File: config.mk
export PLATFORM = sky130hd
export DESIGN_NAME = list_walker
export DESIGN_NICKNAME = d
export VERILOG_FILES = /design/src/rtl/list_walker_pkg.sv /design/src/rtl/list_walker.sv
export SDC_FILE = /design/constraint.sdc
export NUM_CORES = 1
export LEC_CHECK = 0
export CELL_PAD_IN_SITES_DETAIL_PLACEMENT = 1
export CELL_PAD_IN_SITES_GLOBAL_PLACEMENT = 1
export CORE_ASPECT_RATIO = 1.5
export CORE_MARGIN = 3
export CORE_UTILIZATION = 36
export DETAILED_ROUTE_END_ITERATION = 12
export PLACE_DENSITY = 0.89
export SYNTH_ARGS = -nofsm -noshare
export SYNTH_HDL_FRONTEND = slang
export SYNTH_SLANG_ARGS = --single-unit
export TNS_END_PERCENT = 50
File: constraint.sdc
create_clock -name clk -period 2.9 [get_ports clk]
set_input_delay 0.58 -clock clk [delete_from_list [all_inputs] [get_ports clk]]
set_output_delay 0.58 -clock clk [all_outputs]
set_load 0.01 [all_outputs]
File: src/rtl/list_walker_pkg.sv
// Shared constants and state encoding for list_walker: memory_unit widths and
// function codes, the NIL address and the walk FSM states.
package list_walker_pkg;

  localparam int unsigned MemoryAddrWidth = 10;
  localparam int unsigned MemoryDataWidth = 20;
  localparam logic [1:0]  GetContents     = 2'd1;

  localparam int unsigned Nil = 0;

  typedef enum logic [2:0] {
    StIdle,
    StIssue,
    StWait,
    StEmit,
    StDone
  } walk_state_e;

endpackage

File: src/rtl/list_walker.sv
// Linked-list traversal engine driving memory_unit's request port and streaming cell values.
// Optional WAIT timeout (err_timeout port, TIMEOUT parameter) under LIST_WALKER_TIMEOUT_EN.
module list_walker
  import list_walker_pkg::*;
#(
  parameter int unsigned ADDR_W  = MemoryAddrWidth,
  parameter int unsigned DATA_W  = MemoryDataWidth,
  parameter int unsigned LEN_W   = 8
`ifdef LIST_WALKER_TIMEOUT_EN
  ,
  parameter int unsigned TIMEOUT = 64
`endif
) (
  input  logic              clk,
  input  logic              rst,
  input  logic              start,
  input  logic [ADDR_W-1:0] head_addr,
  input  logic [LEN_W-1:0]  max_len,
  output logic              busy,
  output logic              done,
  output logic              err_len,
`ifdef LIST_WALKER_TIMEOUT_EN
  output logic              err_timeout,
`endif
  output logic [LEN_W-1:0]  count,
  output logic              elem_valid,
  input  logic              elem_ready,
  output logic [ADDR_W-1:0] elem_value,
  output logic [ADDR_W-1:0] elem_addr,
  output logic [1:0]        mem_func,
  output logic              mem_execute,
  output logic [ADDR_W-1:0] mem_addr0,
  output logic [ADDR_W-1:0] mem_addr1,
  input  logic              mem_ready,
  input  logic [DATA_W-1:0] mem_data
);

  walk_state_e       state_q, state_d;
  logic [ADDR_W-1:0] cur_q, cur_d;
  logic [ADDR_W-1:0] link_q, link_d;
  logic [LEN_W-1:0]  limit_q, limit_d;
  logic [LEN_W-1:0]  count_q, count_d;
  logic [LEN_W-1:0]  new_count;
  logic              err_len_q, err_len_d;
  logic              wait_seen_q, wait_seen_d;
  logic              busy_q, busy_d;
  logic              done_q, done_d;
  logic              elem_valid_q, elem_valid_d;
  logic [ADDR_W-1:0] elem_value_q, elem_value_d;
  logic [ADDR_W-1:0] elem_addr_q, elem_addr_d;
  logic              mem_execute_q, mem_execute_d;
  logic [1:0]        mem_func_q, mem_func_d;
  logic [ADDR_W-1:0] mem_addr0_q, mem_addr0_d;

`ifdef LIST_WALKER_TIMEOUT_EN
  localparam int unsigned TmrW = (TIMEOUT > 1) ? $clog2(TIMEOUT) : 1;
  logic [TmrW-1:0] tmr_q, tmr_d;
  logic            err_timeout_q, err_timeout_d;
`endif

  always_comb begin
    state_d      = state_q;
    cur_d        = cur_q;
    link_d       = link_q;
    limit_d      = limit_q;
    count_d      = count_q;
    err_len_d    = err_len_q;
    wait_seen_d  = wait_seen_q;
    elem_valid_d = elem_valid_q;
    elem_value_d = elem_value_q;
    elem_addr_d  = elem_addr_q;
    new_count    = (count_q == '1) ? count_q : count_q + LEN_W'(1);
`ifdef LIST_WALKER_TIMEOUT_EN
    tmr_d         = tmr_q;
    err_timeout_d = err_timeout_q;
`endif

    unique case (state_q)
      StIdle: begin
        if (start) begin
          count_d   = '0;
          err_len_d = 1'b0;
`ifdef LIST_WALKER_TIMEOUT_EN
          err_timeout_d = 1'b0;
`endif
          if (head_addr != ADDR_W'(Nil)) begin
            cur_d   = head_addr;
            limit_d = max_len;
            state_d = StIssue;
          end else begin
            state_d = StDone;
          end
        end
      end
      StIssue: begin
        wait_seen_d = 1'b0;
`ifdef LIST_WALKER_TIMEOUT_EN
        tmr_d = '0;
`endif
        state_d = StWait;
      end
      StWait: begin
        // The first WAIT cycle may still see ready from the previous request.
        wait_seen_d = 1'b1;
        if (wait_seen_q && mem_ready) begin
          link_d       = mem_data[DATA_W-1:ADDR_W];
          elem_value_d = mem_data[ADDR_W-1:0];
          elem_addr_d  = cur_q;
          elem_valid_d = 1'b1;
          state_d      = StEmit;
        end
`ifdef LIST_WALKER_TIMEOUT_EN
        else if (tmr_q == TmrW'(TIMEOUT - 1)) begin
          err_timeout_d = 1'b1;
          state_d       = StDone;
        end else begin
          tmr_d = tmr_q + TmrW'(1);
        end
`endif
      end
      StEmit: begin
        if (elem_ready) begin
          elem_valid_d = 1'b0;
          count_d      = new_count;
          if (link_q == ADDR_W'(Nil)) begin
            state_d = StDone;
          end else if (limit_q != '0 && new_count == limit_q) begin
            err_len_d = 1'b1;
            state_d   = StDone;
          end else begin
            cur_d   = link_q;
            state_d = StIssue;
          end
        end
      end
      StDone:  state_d = StIdle;
      default: state_d = StIdle;
    endcase

    // Registered outputs follow the state being entered.
    mem_execute_d = (state_d == StIssue);
    mem_func_d    = mem_execute_d ? GetContents : 2'd0;
    mem_addr0_d   = mem_execute_d ? cur_d : '0;
    done_d        = (state_d == StDone);
    busy_d        = (state_d != StIdle);
  end

  always_ff @(posedge clk or negedge rst) begin
    if (!rst) begin
      state_q       <= StIdle;
      cur_q         <= '0;
      link_q        <= '0;
      limit_q       <= '0;
      count_q       <= '0;
      err_len_q     <= 1'b0;
      wait_seen_q   <= 1'b0;
      busy_q        <= 1'b0;
      done_q        <= 1'b0;
      elem_valid_q  <= 1'b0;
      elem_value_q  <= '0;
      elem_addr_q   <= '0;
      mem_execute_q <= 1'b0;
      mem_func_q    <= 2'd0;
      mem_addr0_q   <= '0;
    end else begin
      state_q       <= state_d;
      cur_q         <= cur_d;
      link_q        <= link_d;
      limit_q       <= limit_d;
      count_q       <= count_d;
      err_len_q     <= err_len_d;
      wait_seen_q   <= wait_seen_d;
      busy_q        <= busy_d;
      done_q        <= done_d;
      elem_valid_q  <= elem_valid_d;
      elem_value_q  <= elem_value_d;
      elem_addr_q   <= elem_addr_d;
      mem_execute_q <= mem_execute_d;
      mem_func_q    <= mem_func_d;
      mem_addr0_q   <= mem_addr0_d;
    end
  end

`ifdef LIST_WALKER_TIMEOUT_EN
  always_ff @(posedge clk or negedge rst) begin
    if (!rst) begin
      tmr_q         <= '0;
      err_timeout_q <= 1'b0;
    end else begin
      tmr_q         <= tmr_d;
      err_timeout_q <= err_timeout_d;
    end
  end

  assign err_timeout = err_timeout_q;
`endif

  assign busy        = busy_q;
  assign done        = done_q;
  assign err_len     = err_len_q;
  assign count       = count_q;
  assign elem_valid  = elem_valid_q;
  assign elem_value  = elem_value_q;
  assign elem_addr   = elem_addr_q;
  assign mem_func    = mem_func_q;
  assign mem_execute = mem_execute_q;
  assign mem_addr0   = mem_addr0_q;
  assign mem_addr1   = '0;

endmodule

### Yosys cells after proc, flatten, opt, wreduce, memory -nomap -nowiden

Cells that the tools add are included.

| word-level totals | value |
|---|---|
| output and inout port bits | 55 |
| logic and storage cells | 71 |
| bits in registers | 76 |
| input port bits | 43 |

| operators by class | value |
|---|---|
| equal/unequal tests | 12 |
| muxes and demuxes | 28 |
| add/subtract/negate cells | 1 |
| reductions and logical operators | 15 |

Operator list:

| cell | number |
|---|---|
| 10-bit 2-to-1 mux | 6 |
| 8-bit 2-to-1 mux | 3 |
| 10-bit case mux with 2 select lines | 1 |
| 3-bit 2-to-1 mux | 6 |
| 8-bit case mux with 2 select lines | 1 |
| 3-bit case mux with 4 select lines | 1 |
| 10-bit logical NOT | 1 |
| 2-bit inequality test, second input constant | 5 |
| 10-bit nonzero test | 1 |
| 3-bit AND reduction | 3 |
| 8-bit by 1-bit adder with 8-bit output, second input constant | 1 |
| 8-bit equality test | 1 |
| 8-bit equality test, second input constant | 1 |
| 8-bit nonzero test | 1 |
| 1-bit 2-to-1 mux | 7 |
| 3-bit by 1-bit equality test with 1-bit output, second input constant | 2 |
| 3-bit by 2-bit equality test with 1-bit output, second input constant | 2 |
| 1-bit case mux with 2 select lines | 3 |
| 2-bit nonzero test | 3 |
| 5-bit AND reduction | 1 |
| 3-bit equality test, second input constant | 1 |
| 3-bit logical NOT | 1 |
| 3-bit nonzero test | 1 |
| 1-bit logical AND | 2 |
| 2-bit AND reduction | 1 |

### Longest topological paths before layout

Gate-level depths: netlist of the first run.

| depth | value |
|---|---|
| word-level depth | 10 |
| gate-level depth with buffers | 11 |
| mapped depth without buffers | 8 |

### Worst setup path after synthesis of the first run

No wires, ideal clock.

| timing | value |
|---|---|
| kind | register to register |
| start point | register count_q[0], in the netlist count[0] |
| end point | register state_q[0] |
| cell stages (with the launch flop) | 11 |
| setup time | 0.126 ns |
| setup slack | 0.337 ns |
| arrival time | 2.437 ns |
| period minus slack after synthesis | 2.563 ns |
| cell sequence | dfrtp_1 -> ha_1 -> buf_6 -> and3_4 -> buf_6 -> or3_1 -> a31oi_1 -> o2bb2ai_1 -> nor4_4 -> o22ai_2 -> a311o_1 |

| on the way | value |
|---|---|
| longest elaborated chain between the ends | 8 |
| elaborated cells on any way between the ends | 9 |
| those cells by class | 1 x add/sub; 2 x eq/ne; 5 x mux; 1 x reduce/logical |

RTL lines:

| what | RTL line | RTL |
|---|---|---|
| start: declaration | list_walker.sv:42 | `logic [LEN_W-1:0] count_q, count_d;` |
| start signal: assignment | list_walker.sv:170 | `count_q <= count_d;` |
| 8-bit by 1-bit adder with 8-bit output / 8-bit equality test (equally long branches) | list_walker.sv:72 | `new_count = (count_q == '1) ? count_q : count_q + LEN_W'(1);` |
| 8-bit 2-to-1 mux (*) | list_walker.sv:72 |  |
| 8-bit equality test (*) | list_walker.sv:127 | `end else if (limit_q != '0 && new_count == limit_q) begin` |
| 1-bit logical AND (*) | list_walker.sv:127 |  |
| 3-bit 2-to-1 mux (*) | list_walker.sv:127 |  |
| 3-bit 2-to-1 mux (*) | list_walker.sv:125 | `if (link_q == ADDR_W'(Nil)) begin` |
| 3-bit 2-to-1 mux (*) | list_walker.sv:122 | `if (elem_ready) begin` |
| 3-bit case mux with 4 select lines (*) | list_walker.sv:78 | `unique case (state_q)` |
| net state_d[0] | list_walker.sv:38 | `walk_state_e state_q, state_d;` |
| end signal: assignment | list_walker.sv:150 | `state_q <= StIdle;` |
| end signal: assignment | list_walker.sv:166 | `state_q <= state_d;` |
| end: declaration | list_walker.sv:38 |  |

Mark *: on every way through the listed nets, which the timed path passes. The rest lies on a longest branch.
A chain may end at the register's enable or synchronous reset.

### Worst setup path after layout of the first run

| timing | value |
|---|---|
| start point | register count_q[3], in the netlist count[3] |
| end point | register cur_q[1] |

| on the way | value |
|---|---|
| longest elaborated chain between the ends | 8 |
| elaborated cells on any way between the ends | 9 |
| those cells by class | 1 x add/sub; 2 x eq/ne; 5 x mux; 1 x reduce/logical |

RTL lines:

| what | RTL line | RTL |
|---|---|---|
| 8-bit by 1-bit adder with 8-bit output / 8-bit equality test (equally long branches) | list_walker.sv:72 |  |
| 8-bit 2-to-1 mux (*) | list_walker.sv:72 |  |
| 8-bit equality test (*) | list_walker.sv:127 |  |
| 1-bit logical AND (*) | list_walker.sv:127 |  |
| 10-bit 2-to-1 mux (*) | list_walker.sv:127 |  |
| 10-bit 2-to-1 mux (*) | list_walker.sv:125 |  |
| 10-bit 2-to-1 mux (*) | list_walker.sv:122 |  |
| 10-bit case mux with 2 select lines (*) | list_walker.sv:78 |  |
| net cur_d[1] | list_walker.sv:39 | `logic [ADDR_W-1:0] cur_q, cur_d;` |
| end signal: assignment | list_walker.sv:167 | `cur_q <= cur_d;` |
| end: declaration | list_walker.sv:39 |  |

Marks and branches as above.

==> results of run 1 <==
layout by cell type (no fill, tap or decap), types with 2 or more instances in the layout:
cell	netlist	layout
clkdlybuf4s50_1	0	85
dfrtp_1	75	75
mux2_2	38	38
nand2_1	34	34
buf_4	12	15
inv_1	11	11
nand3_1	11	11
o21ai_0	11	11
o21bai_1	11	11
conb_1	1	11
a21oi_1	10	10
clkbuf_16	0	9
o21ai_2	8	8
nor3_1	7	7
nor2_1	7	6
nor4_1	5	5
and3_1	4	4
a21o_1	4	4
or3_1	4	4
nor2b_1	3	3
nand4_1	3	3
xor2_1	3	3
a31oi_1	3	3
a311oi_1	3	3
clkbuf_8	0	3
or4_1	2	2
o211ai_1	2	2
a211oi_1	2	2
o2bb2ai_1	2	2
xnor2_1	2	2
nor2_2	1	2
clkinv_2	0	2
state kept, by name (all words and copies together), names as in the netlist:
name	flops
wait_seen_q	1
state_q	3
count	8
mem_addr0	10
mem_execute	1
elem_addr	10
limit_q	8
cur_q	10
err_len	1
link_q	10
busy	1
elem_value	10
done	1
elem_valid	1
per-layer routing:
layer | vias to the layer above | GRT usage (%)
met5 | - | 0
met4 | 0 | 8.44
met3 | 20 | 5.33
met2 | 83 | 34.4
met1 | 1383 | 19.6
li1 | 1267 | -
layout make-up:
| type | instances | area [µm²] |
|---|---|---|
| multi-input combinational | 206 | 1450 |
| clock buffer | 12 | 267 |
| clock inverter | 4 | 47.5 |
| sequential | 75 | 1880 |
| timing repair buffer | 100 | 963 |
| fill | 1026 | 4580 |
| tap | 112 | 140 |
| inverter | 11 | 41.3 |
power breakdown:
group	total [mW]	internal, mW	switching [mW]
Clock	1.15	0.733	0.414
Combinational	1.80	0.985	0.814
Sequential	1.82	1.49	0.335
worst reg2reg max path: stages, from the launching register on:
cell and delay, ns:
dfrtp_1 0.57, nand3_1 0.36, o21ai_0 0.30, o211ai_1 0.14
o2bb2ai_1 0.17, nor4_4 0.33, buf_4 0.29, o21ai_0 0.16
o21bai_1 0.18
logic make-up after synthesis:
| logic type | count (synthesis) | synth area share, % |
|---|---|---|
| compound gates | 62 | 12.5 |
| other cells | 1 | 0.107 |
| flops | 75 | 53.5 |
| simple gates | 89 | 13.5 |
| buf+inv | 41 | 6.57 |
| fa+ha+maj | 1 | 0.357 |
| mux | 38 | 12.2 |
| xor+xnor | 5 | 1.25 |
worst max-delay path by stage:
stage,to,depth (start not counted),slack (ns)
global route,cur_q[1],8,0.09
finish,cur_q[1],8,0.29
floorplan,state_q[0],10,0.34
detailed placement,limit_q[1],4,0.20
CTS,cur_q[1],8,0.23
global placement,limit_q[2],4,0.25
==> impl_metrics.toml, run 1 <==
[outcome]
status = "complete, no violations"

[cells_and_area]
diodes = 0
instances_no_fill = 520
utilization_pct = 51.1
final_layout_size_suffix_gt1_share_pct = 20.8
fin_area_um2 = 4780
syn_to_final_growth_pct = 36.4
nNetsFinal = 447

[sta]
setup_viol = 0
timing.final.crit_share_pct = 90.0
post-route-min-period_ns = 2.61
setup_ws_ns = 0.290
relSlewSlack_pct = 37.4
worstMarginPinSlew_ns = 0.940
rsz0062_at_grt = "no"
skew_ns = 0.00423
holdWs_ns = 0.392
report.final.slew_viol_count = 0
fin_tns_setup_ns = 0
hold_violations = 0
fmax_mhz = 383

[setup_path]
critPathSlowestCell = "dfrtp_1"
r2r-end = "cur_q[1]"
reg2reg_depth = 8
cp_max_fo = 12
cp-end-kind = "flip-flop"
required_ns = 3.11
path_class = "flip-flop to flip-flop"
path_delay_family = "compound AO/OA/AOI/OAI gates"
crit_chain = "nand3_1 -> o21ai_0 -> o211ai_1 -> o2bb2ai_1 -> nor4_4 -> buf_4 -> o21ai_0 -> o21bai_1"
r2r-start = "count[3]"
max_stage_delay_ns = 0.57
critPathArrivalTime_ns = 2.82
critPathBufInv = 1
critPathLaunch = "count[3]"
critPathMostFrequentCell = "o21ai_0"
crit_path_start_kind = "flip-flop"
reg2reg_slack_ns = 0.29

[placement]
io_buffer_count = 86
dp_cells = 504
place.gp.congestion = 0.869
dp_hpwl_mm = 7.13
placed_area_um2 = 4470
pre_cts_ws_ns = 0.204

[floorplanning]
dieWidth_um = 86.6
core_area_um2 = 9360
ios = 98
dieArea_um2 = 11000
start_util_pct = 37.4
die_h_um = 127
rows = 43

[synth]
synth_edf_count = 0
ys.flop_type = "dfrtp_1"
yosysSeqAreaShare_pct = 53.5
synth-seq-cells = 75
synth_top_cell_by_area = "dfrtp_1"
yosys_warnings = 0
synth_top_cell_area_share_pct = 53.5
synth_area_leaders = "dfrtp_1, mux2_2, nand2_1"
synthArstFlopShare_pct = 100
syn-cell-area_um2 = 3510
yosysMostFrequentCell = "dfrtp_1"
synth.distinct_cells = 46
syn_inst = 312
synth_common_cells = "dfrtp_1, mux2_2, nand2_1"
avgSynthCellArea_um2 = 11.2

[routing]
drt-pass1-iter-count = 4
drc_errors = 0
routed_via_density = 5.29
m1WireLength_mm = 3.64
wl_met3_um = 540
highest_layer = "met4"
drtIter0Drc = 133
wl_per_cell_um = 19.2
antenna_left = 0
totalWireLength_mm = 9.97
vias = 2753
wl_met2_mm = 5.51

[cts]
path_clk_slew_ns = 0.06
root_buffer = "clkbuf_16"
clk_path_buf_depth = 2
insertion_delay_ns = 0.33
cts_buffers = 9
cts_tree = "yes"
post_cts_resized = 0
cts.sinks = 75
cts_max_level = 3
cts_hold_buf = 0
post_cts_buffers = 0

[power_and_ir_drop]
power_leakage_nw = 2.04
max-vdd-ir-drop_mv = 0.573
power.density_nw_per_um2 = 997
total_power_mw = 4.77

[global_route]
grt_use_total_pct = 18.9
grt-ovfl-total = 0
grt_max_degree = 76
grt_pass1_vias = 3053
grt_pass1_wl_mm = 15.9
antenna_found_initial = 0

[job]
maxCapViolations = 0

[hold_path]
holdCritPathClass = "primary input to async pin"
No activity file was read; power rests on OpenSTA's default activity.
==> inputs of run 2 (changes only) <==
--- a/config.mk
+++ b/config.mk
@@ -8,7 +8,7 @@
 export CELL_PAD_IN_SITES_DETAIL_PLACEMENT = 1
 export CELL_PAD_IN_SITES_GLOBAL_PLACEMENT = 1
 export CORE_ASPECT_RATIO = 1.5
-export CORE_MARGIN = 3
+export CORE_MARGIN = 1
 export CORE_UTILIZATION = 36
 export DETAILED_ROUTE_END_ITERATION = 12
 export PLACE_DENSITY = 0.89
==> run 2 against run 1 <==
Wire length is 0.38% lower. Fmax is 2.5% lower. Count of clock-buffer cells in the layout is the same. Cell count is 0.19% higher. Worst hold slack got worse by 0.013 ns. Critical endpoint unchanged. Highest routed layer unchanged.
==> impl_metrics.toml, run 2 (synthesized netlist as in run 1, its figures left out) <==
[outcome]
status = "complete, no violations"

[global_route]
antenna_found_initial = 0
grt_max_degree = 76
grt-ovfl-total = 0
grt_use_total_pct = 21.9
grt_pass1_vias = 3102
grt_pass1_wl_mm = 16.1

[cts]
cts_tree = "yes"
clk_path_buf_depth = 2
cts_buffers = 9
cts_hold_buf = 0
cts.sinks = 75
insertion_delay_ns = 0.33
path_clk_slew_ns = 0.06
cts_max_level = 3
post_cts_buffers = 0
root_buffer = "clkbuf_16"
post_cts_resized = 0

[setup_path]
cp-end-kind = "flip-flop"
path_class = "flip-flop to flip-flop"
required_ns = 3.11
crit_path_start_kind = "flip-flop"
cp_max_fo = 12
critPathArrivalTime_ns = 2.89

[floorplanning]
ios = 98
core_area_um2 = 9360
dieWidth_um = 82.6
die_h_um = 123
rows = 43
start_util_pct = 37.4
dieArea_um2 = 10100

[hold_path]
holdCritPathClass = "primary input to async pin"

[cells_and_area]
syn_to_final_growth_pct = 37.6
nNetsFinal = 448
fin_area_um2 = 4820
final_cell_mix = "clkdlybuf4s50_1, dfrtp_1, mux2_2, nand2_1, buf_4"
diodes = 0
nFillCells = 1030
multi_input_area_um2 = 1450
layout_commonest_cell = "clkdlybuf4s50_1"
regArea_um2 = 1880
final_layout_size_suffix_gt1_share_pct = 20.5

[routing]
drc_errors = 0
drt-pass1-iter-count = 4
totalWireLength_mm = 9.94
routed_via_density = 5.39
wl_per_cell_um = 19.1
antenna_left = 0
vias = 2808
drtIter0Drc = 122

[sta]
fmax_mhz = 374
rsz0062_at_grt = "no"
worstMarginPinSlew_ns = 0.943
fin_tns_setup_ns = 0
report.final.slew_viol_count = 0
timing.final.crit_share_pct = 92.3
hold_violations = 0
skew_ns = 0.00562
relSlewSlack_pct = 37.1
post-route-min-period_ns = 2.68
setup_viol = 0

[placement]
place.gp.congestion = 0.905
io_buffer_count = 86
placed_area_um2 = 4480
dp_hpwl_mm = 7.20

[power_and_ir_drop]
power.density_nw_per_um2 = 1020
power_leakage_nw = 2.06
max-vdd-ir-drop_mv = 0.605

[job]
maxCapViolations = 0
run 2: cell count changes in the layout (fill, tap and decap cells not counted):
cell / delta
o21ai_0: -1
buf_4: +1
nor2_4: +1
clkinv_2: -2
bufinv_16: +2
clkbuf_1: +2
nor2_2: -1
o21ai_1: +1
clkbuf_8: -2
run 2: routing by layer:
metal  GRT usage [%]  vias up  routed length [µm]
li1                -     1271                   -
met2            41.4       87                5870
met1            22.2     1432                3380
met4            8.62        0                 232
met5               0        -                   0
met3            5.35       18                 456
run 2: cell type report:
cell class | count | share of cell area, %
tap | 112 | 2.91
clock buffer | 12 | 5.11
clock inverter | 4 | 2.02
multi-input combinational | 206 | 30.1
inverter | 11 | 0.856
timing repair buffer | 101 | 20.1
sequential | 75 | 38.9
run 2: power breakdown:
group	leakage [nW]	total [mW]	internal, mW	switching [mW]
clock	0.163	1.28	0.864	0.417
combinational	0.960	1.78	0.986	0.792
sequential	0.936	1.84	1.49	0.358
run 2: per-stage QoR:
step	setup slack (ns)	util, %	std cells	total power [mW]	hold slack [ns]
after floorplan	0.337	-	322	2.76	0.284
after CTS	0.195	51.5	521	4.96	0.431
after detailed placement	0.204	47.8	505	3.64	0.495
after global placement	0.272	47.8	505	3.52	0.478
final	0.224	51.5	521	4.90	0.378
after global routing	0.0258	51.5	521	5.18	0.481
run 2: worst max-delay path, stage by stage, from the launching register on:
cell and delay [ns]:
dfrtp_1 0.43, ha_1 0.26, and3_4 0.24, or3_1 0.31
a31oi_1 0.18, o2bb2ai_1 0.13, nor4_4 0.35, buf_4 0.29
o21ai_0 0.17, o21bai_1 0.19
run 2: path summary, 6_finish.rpt:
kind / startpoint / end / slack, ns / cells past startpoint
hold / removal: rst / elem_value[9] / 0.38 / 1
min in group clk: elem_value[3] / elem_value[3] / 0.50 / 1
setup reg to reg: count[1] / cur_q[1] / 0.22 / 9
setup / recovery: count[1] / cur_q[1] / 0.22 / 9
max in group asynchronous: rst / count[7] / 1.89 / 1
hold reg to reg: elem_value[3] / elem_value[3] / 0.50 / 1
==> inputs of run 3 (changes only) <==
--- a/config.mk
+++ b/config.mk
@@ -11,7 +11,9 @@
 export CORE_MARGIN = 1
 export CORE_UTILIZATION = 36
 export DETAILED_ROUTE_END_ITERATION = 12
+export MAX_ROUTING_LAYER = met4
 export PLACE_DENSITY = 0.89
+export RECOVER_POWER = 25
 export SYNTH_ARGS = -nofsm -noshare
 export SYNTH_HDL_FRONTEND = slang
 export SYNTH_SLANG_ARGS = --single-unit
==> run 3 against run 2 <==
Largest power group unchanged. Via count shrank 2.2%. Design area shrank 1.7%. Count of clock-buffer cells in the layout shrank 2. Die area is the same. Clock power shrank 20%. The run now ends with capacitance limit, slew limit left.
==> impl_metrics.toml, run 3 (synthesized netlist as in run 1, its figures left out) <==
[outcome]
status = "finished, violations left"
violations = "capacitance limit, slew limit"

[setup_path]
cp_max_fo = 12
required_ns = 3.10
crit_chain = "and3_1 -> and3_1 -> o211ai_1 -> o2bb2ai_1 -> nor4_4 -> buf_4 -> o21ai_0 -> o21bai_1"
cp-end-kind = "flip-flop"
max_stage_delay_ns = 0.54
critPathBufInv = 1
critPathArrivalTime_ns = 2.82
critPathMostFrequentCell = "and3_1"
critPathSlowestCell = "dfrtp_1"
path_class = "flip-flop to flip-flop"
crit_path_start_kind = "flip-flop"
path_delay_family = "simple AND/OR/NAND/NOR gates"

[routing]
vias = 2746
antenna_left = 0
drtIter0Drc = 81
wl_per_cell_um = 18.4
drc_errors = 0
drt-pass1-iter-count = 4
totalWireLength_mm = 9.57
routed_via_density = 5.28

[hold_path]
holdCritPathClass = "flip-flop to flip-flop"

[placement]
placed_area_um2 = 4470
dp_hpwl_mm = 6.93
io_buffer_count = 86
dp_cells = 504
place.gp.congestion = 0.856

[cells_and_area]
layout_commonest_cell = "clkdlybuf4s50_1"
nNetsFinal = 447
diodes = 0
multi_input_area_um2 = 1450
final_cell_mix = "clkdlybuf4s50_1, dfrtp_1, mux2_2, nand2_1, buf_4"
instances_no_fill = 520
fin_area_um2 = 4740
syn_to_final_growth_pct = 35.2
nFillCells = 1056
regArea_um2 = 1880
final_layout_size_suffix_gt1_share_pct = 20.6

[power_and_ir_drop]
p_sw_mw = 1.58
clock_power_share_pct = 22.0
power.density_nw_per_um2 = 976
swShare_pct = 34.1
power_leakage_nw = 2.02
pwr-share-seq_pct = 39.6
max-vdd-ir-drop_mv = 0.536
total_power_mw = 4.63
share_comb_of_total_power_pct = 38.4
p_int_mw = 3.05

[cts]
cts_hold_buf = 0
post_cts_buffers = 0
cts.sinks = 75
post_cts_resized = 0
cts_tree = "yes"
cts_buffers = 9
path_clk_slew_ns = 0.06
insertion_delay_ns = 0.33
root_buffer = "clkbuf_16"
clk_path_buf_depth = 2
cts_max_level = 3

[floorplanning]
ios = 98
dieArea_um2 = 10100
start_util_pct = 37.4
die_h_um = 123
rows = 43
core_area_um2 = 9360
dieWidth_um = 82.6

[sta]
fmax_mhz = 382
report.final.slew_viol_count = 76
holdWs_ns = 0.507
post-route-min-period_ns = 2.62
worstMarginPinSlew_ns = 1.86
skew_ns = 0.00772
rsz0062_at_grt = "no"
hold_violations = 0
setup_viol = 0
fin_tns_setup_ns = 0
timing.final.crit_share_pct = 90.3
relSlewSlack_pct = -23.7

[global_route]
grt_pass1_vias = 3036
grt-ovfl-total = 0
grt_pass1_wl_mm = 15.2
antenna_found_initial = 0
grt_use_total_pct = 21.3
grt_max_degree = 76

[job]
maxCapViolations = 1
-- run 3: cell count changes in the layout (fill, tap and decap cells not counted), sizes merged --
cell           previous run  this run
bufinv                    3         0
clkbuf                   12        11
clkdlybuf4s50            85        84
clkinv                    0         4
clkinvlp                  1         2
dlygate4sd3               0         1
buf                      16        14
-- run 3: worst paths after layout --
path,startpoint,endpoint,slack [ns],cells after the start
max,count[2],cur_q[1],0.28,8
min,elem_addr[5],elem_addr[5],0.51,1
max reg2reg,count[2],cur_q[1],0.28,8
min reg2reg,elem_addr[5],elem_addr[5],0.51,1
max in group asynchronous,rst,count[2],1.04,1
min in group asynchronous,rst,elem_value[9],0.74,1
-- run 3: power groups by stage --
stage          combinational, mW  sequential [mW]  clock, mW
2_1_floorplan              0.940             1.82          0
4_1_cts                     1.81             1.84       1.04
3_5_place_dp                1.78             1.84          0
6_report                    1.78             1.83       1.02
3_3_place_gp                1.71             1.81          0
5_1_grt                     1.93             1.88       1.08
-- run 3: final cells by class --
class | count | area share [%]
sequential | 75 | 39.6
multi-input combinational | 206 | 30.6
timing repair buffer | 100 | 20.3
clock buffer | 10 | 4.83
tap | 112 | 2.96
clock inverter | 6 | 0.897
inverter | 11 | 0.871
-- run 3: worst register-to-register path: stages, from the launching register on --
cell and delay (ns):
dfrtp_1 0.54, and3_1 0.40, and3_1 0.29, o211ai_1 0.12
o2bb2ai_1 0.17, nor4_4 0.36, buf_4 0.28, o21ai_0 0.15
o21bai_1 0.19
-- run 3: routing by layer --
layer	GRT usage, %	vias up	wire length, µm
met5	-	-	0
li1	-	1273	-
met1	22.5	1367	3560
met3	3.72	21	402
met2	37.0	85	5270
met4	11.2	0	340
-- run 3: per-stage QoR --
step,worst slack [ns],utilization (%)
floorplan,0.337,-
global placement,0.269,47.8
detailed placement,0.225,47.8
CTS,0.280,50.7
global route,0.141,50.6
finish,0.280,50.6
